## config.mk

```make
export PLATFORM = sky130hd
export DESIGN_NAME = step_response_monitor
export DESIGN_NICKNAME = d
export VERILOG_FILES = /design/src/rtl/step_response_monitor.sv
export SDC_FILE = /design/constraint.sdc
export NUM_CORES = 1
export LEC_CHECK = 0
export BUFFER_PORTS_ARGS = -buffer_cell sky130_fd_sc_hd__buf_2
export CAP_MARGIN = 10
export CORE_ASPECT_RATIO = 1.2
export CORE_UTILIZATION = 42
export DETAILED_ROUTE_END_ITERATION = 8
export SYNTH_ARGS = -nofsm -noshare
export SYNTH_HDL_FRONTEND = slang
export SYNTH_SLANG_ARGS = --single-unit
```

## constraint.sdc

```tcl
create_clock -name emu_clk -period 3.67 [get_ports emu_clk]
set_input_delay 1.101 -clock emu_clk [delete_from_list [all_inputs] [get_ports emu_clk]]
set_output_delay 1.101 -clock emu_clk [all_outputs]
set_load 0.02 [all_outputs]
```

## src/rtl/step_response_monitor.sv

```systemverilog
// Step-response monitor: measures 10-90 rise time, peak and settling time
// of a filter output stream, one qualified sample per emulation timestep.
module step_response_monitor #(
  parameter int                      WIDTH         = 16,
  parameter logic signed [WIDTH-1:0] V_FINAL       = WIDTH'(1000),
  parameter logic signed [WIDTH-1:0] V_10          = WIDTH'(100),
  parameter logic signed [WIDTH-1:0] V_90          = WIDTH'(900),
  parameter logic signed [WIDTH-1:0] BAND          = WIDTH'(20),
  parameter int                      SETTLE_CYCLES = 4,
  parameter int                      CW            = 8,
  parameter int                      MAX_CYCLES    = 255
) (
  input  logic                    emu_clk,
  input  logic                    emu_rst,
  input  logic signed [WIDTH-1:0] v_in,
  input  logic                    in_valid,
  input  logic                    start,
  output logic                    busy,
  output logic                    done,
  output logic                    timeout,
  output logic [CW-1:0]           rise_cycles,
  output logic [CW-1:0]           settle_cycles,
  output logic signed [WIDTH-1:0] peak
);

  typedef enum logic [2:0] {
    IDLE,
    WAIT10,
    RISE,
    SETTLE,
    FIN
  } state_t;

  localparam logic [CW-1:0] SC    = CW'(SETTLE_CYCLES);
  localparam logic [CW-1:0] MAX_T = CW'(MAX_CYCLES);
  localparam logic signed [WIDTH-1:0] PEAK_MIN = {1'b1, {(WIDTH-1){1'b0}}};
  localparam logic signed [WIDTH:0] BAND_X = {BAND[WIDTH-1], BAND};

  state_t state_q, state_d;
  logic [CW-1:0] t_q, t_d;
  logic [CW-1:0] t10_q, t10_d;
  logic [CW-1:0] run_q, run_d;
  logic [CW-1:0] rise_q, rise_d;
  logic [CW-1:0] settle_q, settle_d;
  logic signed [WIDTH-1:0] peak_q, peak_d;
  logic timeout_q, timeout_d;

  logic signed [WIDTH:0] diff;
  logic inband;
  logic [CW-1:0] run_inc;
  logic eval;

  // One extra bit keeps the deviation exact for any input word
  assign diff = {v_in[WIDTH-1], v_in} - {V_FINAL[WIDTH-1], V_FINAL};
  assign inband = (diff >= -BAND_X) && (diff <= BAND_X);
  assign run_inc = run_q + CW'(1);

  always_comb begin
    state_d   = state_q;
    t_d       = t_q;
    t10_d     = t10_q;
    run_d     = run_q;
    rise_d    = rise_q;
    settle_d  = settle_q;
    peak_d    = peak_q;
    timeout_d = timeout_q;
    eval      = 1'b0;
    unique case (state_q)
      IDLE, FIN: begin
        if (start) begin
          state_d   = WAIT10;
          t_d       = '0;
          t10_d     = '0;
          run_d     = '0;
          rise_d    = '0;
          settle_d  = '0;
          timeout_d = 1'b0;
          peak_d    = PEAK_MIN;
        end
      end
      WAIT10, RISE, SETTLE: begin
        if (in_valid) begin
          if (v_in > peak_q) peak_d = v_in;
          if (t_q == MAX_T) begin
            state_d   = FIN;
            timeout_d = 1'b1;
            settle_d  = '0;
          end else begin
            t_d = t_q + CW'(1);
            case (state_q)
              WAIT10: begin
                if (v_in >= V_10) begin
                  t10_d = t_q;
                  if (v_in >= V_90) begin
                    rise_d = '0;
                    eval   = 1'b1;
                  end else begin
                    state_d = RISE;
                  end
                end
              end
              RISE: begin
                if (v_in >= V_90) begin
                  rise_d = t_q - t10_q;
                  eval   = 1'b1;
                end
              end
              SETTLE: eval = 1'b1;
              default: ;
            endcase
            // Band is judged on the very sample that crossed V_90
            if (eval) begin
              state_d = SETTLE;
              if (inband) begin
                run_d = run_inc;
                if (run_inc == SC) begin
                  settle_d = t_q - SC + CW'(1);
                  state_d  = FIN;
                end
              end else begin
                run_d = '0;
              end
            end
          end
        end
      end
      default: state_d = IDLE;
    endcase
  end

  always_ff @(posedge emu_clk) begin
    if (emu_rst) begin
      state_q   <= IDLE;
      t_q       <= '0;
      t10_q     <= '0;
      run_q     <= '0;
      rise_q    <= '0;
      settle_q  <= '0;
      peak_q    <= '0;
      timeout_q <= 1'b0;
    end else begin
      state_q   <= state_d;
      t_q       <= t_d;
      t10_q     <= t10_d;
      run_q     <= run_d;
      rise_q    <= rise_d;
      settle_q  <= settle_d;
      peak_q    <= peak_d;
      timeout_q <= timeout_d;
    end
  end

  assign busy          = (state_q == WAIT10) || (state_q == RISE) ||
                         (state_q == SETTLE);
  assign done          = (state_q == FIN);
  assign timeout       = timeout_q;
  assign rise_cycles   = rise_q;
  assign settle_cycles = settle_q;
  assign peak          = peak_q;

endmodule
```

Word level (Yosys, flattened, before mapping)
Index checks and enable logic that the tools add are counted.

storage, ports and cells
  input port bits = 20
  bits in registers = 60

operators by class
  add/subtract/negate cells = 6
  eq/ne operators = 24
  magnitude comparators = 5
  muxes and demuxes = 51
  reduce and logical (&&, ||, !) cells = 15

operators with widths
  cell                      number
  $mux W8                   21
  $pmux W8 S2               6
  $mux W16                  3
  $pmux W16 S2              1
  $mux W3                   9
  $add A8 B1 Y8 const B     3
  $ne A3 B3 Y1 const B      7
  $ge A17 B6 Y1 const B     1
  $le A17 B6 Y1 const B     1
  $sub A16 B11 Y17 const B  1
  $ge A16 B11 Y1 const B    1
  $ge A16 B8 Y1 const B     1
  $gt A16 B16 Y1            1
  $ne A2 B2 Y1 const B      8
  $ne A4 B4 Y1 const B      3
  $reduce_and A4 Y1         3
  $reduce_and A6 Y1         2
  $reduce_and A5 Y1         2
  $eq A8 B3 Y1 const B      1
  $eq A8 B8 Y1 const B      1
  $mux W1                   8
  $reduce_and A8 Y1         1
  $sub A8 B3 Y8 const B     1
  $sub A8 B8 Y8             1
  12 further kinds          14

Logic depth before layout (Yosys ltp)
  depth after elaboration = 11
  mapped depth = 12
  depth with buffers taken out = 11

Least setup slack after synthesis
OpenSTA, ideal clock, no wires.

  kind = in2reg
  start = in v_in[3]
  end = reg settle_q[4], in the netlist settle_cycles[4]
  stages = 12
  buffers on the path = 3
  path slack = 0.020 ns
  setup time = 0.062 ns
  data arrival time = 3.588 ns
  cells stage by stage = buf_2 > inv_1 > ha_1 > and3b_1 > clkbuf_1 > or4_1 > a32oi_1 > o2111ai_1 > o32a_1 > buf_6 > or4_1 > nand3_1

on the way
  longest elaborated chain between the ends = 9

RTL lines
  what                                                                      line  text
  from (decl)                                                               15    input logic signed [WIDTH-1:0] v_in,
  parallel branches: the longest is 8 deep, another holds $sub A16 B11 Y17  -
  $reduce_and A6 Y1 (no source line) *                                      -
  to (signal assigned)                                                      147   settle_q <= settle_d;
  to (decl)                                                                 44    logic [CW-1:0] settle_q, settle_d;

Mark *: on every way between the ends. The select of a mux whose other input is x is not followed.
A chain may end at the register's enable or synchronous reset.

Worst setup path after layout
  start = in v_in[12]
  end = reg settle_q[4], in the netlist settle_cycles[4]

Same word-level chain as after synthesis.

==> reports/results.tsv <==
metric	value	unit
multi-input logic area	2520	um^2
final setup fails	0	
Mean Syn Cell Area	8.07	um^2
fill cell count	885	
DR WL/cell	15.4	um
Yosys top cell area share	0.299	
clock-pin slew on the worst setup and hold paths	0.07	ns
Setup Fix Bufs, Post-CTS	0	
cts bufs inserted	9	
via count	3917	
RSZ-0062 raised after global routing	no	
Vert. Die Dim	109	um
Core ar.	9180	um^2
clock power share	0.269	
status	complete, no violations	
total power	0.00222	W
Seq pwr share	0.344	
Worst Min Path Start	t10_q[3]$_SDFFE_PP0P_	
r2r startpoint	run_q[0]$_SDFFE_PP0P_	
Sw Pwr	0.000898	W
hold depth	2	
clk_lat worst skew	0.34	ns
Sw Share	0.404	
PD cells	478	nW/um^2
register area share after synthesis	0.299	
Async S/R FF share, synth	0	
CTS tree	built	
worst-margin pin slew	0.572	ns
Ports	55	
most frequent cells in the layout	dfxtp_1 (60), buf_2 (54), inv_1 (42)	
layout cells sized above 1	0.173	
r2r setup slk	1.03	ns
setup TNS	0	ns
EDFF count, synth	0	
row cnt	38	
vias per cell	5.79	
critical path arrival	3.61	ns
Post-CTS Hold Fix Bufs	0	
Worst Path Required	3.95	ns
Port Buf Inserts	54	
max-cap violation count	0	
Worst Path Max Fanout	9	
Startpoint Class	input port	
internal power	0.00132	W
drt first-iter violations	237	
top cell type by total area after synthesis	dfxtp_1	
clk sinks	60	
final WL	10400	um
DRC Markers	0	
initial antenna violation count	0	
Max-slew headroom	0.618	
Seq cells post-synth	60	
gr usage total	0.219	
Yosys warnings	0	
final period utilization	0.909	
HP Class	flip-flop to flip-flop	
Hold EP	t10_q[3]$_SDFFE_PP0P_	
critical path class	input port to flip-flop	
Hold Slack	0.470	ns
Syn Nets	548	
die width	91.3	um
RR Endpoint	settle_cycles[4]$_SDFFE_PP0P_	
reg2reg path depth	8	
drt first pass iters	4	
Main synth FF type	dfxtp_1	
hpwl dp	7740	um
RD Place Congestion	0.919	
Clock H-tree levels	3	
PostCTS Resize Cnt	0	
endpoints failing hold	0	
commonest non-fill, non-tap cell in the layout	dfxtp_1	
Starting Density	0.438	
clk buf depth	2	
GRT overflow	0	
largest net degree at the start of global routing	33	
ant diodes	0	
die area	9970	um^2
max-slew violations	0	
Synth area leaders	dfxtp_1 (30%), ha_1 (9.0%), a21oi_1 (4.0%)	
Syn-to-layout area delta	15.7	%
logic gate share of total power	0.387	
FF/Latch Area	1200	um^2
Post-Syn Area	4020	um^2
first-pass GRT wire length	17300	um
Max IR drop VDD	261	uV
Clk Tree Root Cell	clkbuf_8	
Leakage	1.87	nW
vias in the first global route	3537	
nets@finish	601	
Tmin final	3.34	ns
Max Freq	300	MHz
ANT nets after route	0	
CP Capture Type	flip-flop	
Layout Skew	0.0134	ns
Distinct cells, synth	70	
cell count after synthesis	498	
==> Yosys cell counts, types with 5 or more instances <==
master,count
dfxtp_1,60
inv_1,42
nand2_1,39
a21oi_1,32
ha_1,29
nor2_1,27
clkbuf_1,24
nand3_1,22
o32ai_1,17
o21ai_0,15
a22o_1,13
xnor2_1,13
nand4_1,11
xor2_1,10
nor3_1,9
or3_1,7
or4_1,7
and3_1,6
nor2b_1,6
nor4b_1,6
o21ai_1,6
a31oi_1,5
and2_1,5
buf_2,5
nand3b_1,5
==> flip-flops by register name (all words and copies together), names as in the netlist <==
| register | flops |
|---|---|
| t10_q | 8 |
| rise_cycles | 8 |
| t_q | 8 |
| peak | 16 |
| timeout | 1 |
| state_q | 3 |
| run_q | 8 |
| settle_cycles | 8 |
==> power by group through the flow <==
stage	logic (W)	registers [W]	clock network, W
6_report	0.000858	0.000764	0.000598
5_1_grt	0.000946	0.000773	0.000650
4_1_cts	0.000852	0.000763	0.000615
3_5_place_dp	0.000850	0.000778	0
3_3_place_gp	0.000843	0.000777	0
2_1_floorplan	0.000566	0.000774	0
==> metrics by stage <==
step,worst slack [ns],utilization,area (um^2),cells
finish,0.332,0.507,4650,676
floorplan,0.0203,-,4020,498
global route,0.214,0.507,4650,676
CTS,0.404,0.507,4650,676
detailed placement,0.0524,0.486,4460,660
global placement,0.101,0.486,4460,660
==> metal layers <==
layer  vias up  routed length [um]  global-route usage
li1       1954                   -                   -
met1      1802                4740               0.287
met2       140                4880               0.347
met3        21                 579              0.0467
met4         0                 238              0.0930
met5         -                   0                   0
==> cell families (layout without fill, tap and decap cells) <==
family,after synthesis,count (layout),synth area share
and+or+nand+nor,170,170,0.231
AOI/OAI and AO/OA,138,138,0.246
buffers and inverters,76,134,0.0763
DFF,60,60,0.299
adders and majority gates,30,30,0.0953
xor gates and xnor gates,23,23,0.0501
muxes,1,1,0.00249
==> how the worst max path moves through the flow <==
stage / startpoint / to
floorplan: v_in[3] / settle_cycles[4]$_SDFFE_PP0P_
global placement: v_in[12] / settle_cycles[4]$_SDFFE_PP0P_
detailed placement: v_in[3] / settle_cycles[4]$_SDFFE_PP0P_
CTS: v_in[3] / settle_cycles[4]$_SDFFE_PP0P_
global route: v_in[3] / settle_cycles[5]$_SDFFE_PP0P_
finish: v_in[12] / settle_cycles[4]$_SDFFE_PP0P_
==> area by class of cell <==
cell class | instances | share of cell area
Tap cell | 120 | 0.0323
Sequential cell | 60 | 0.258
Timing Repair Buffer | 74 | 0.0904
Inverter | 44 | 0.0355
Clock inverter | 4 | 0.0105
Multi-Input combinational cell | 362 | 0.542
Clock buffer | 12 | 0.0312
==> worst max-delay path, stage by stage <==
cell and delay, ns:
buf_2 0.13, or4_1 0.64, nor4_2 0.27, o21ai_1 0.10, or4_1 0.51, o32a_1 0.33, or4_1 0.44, nand3_1 0.08
No activity file was read; power rests on OpenSTA's default activity.
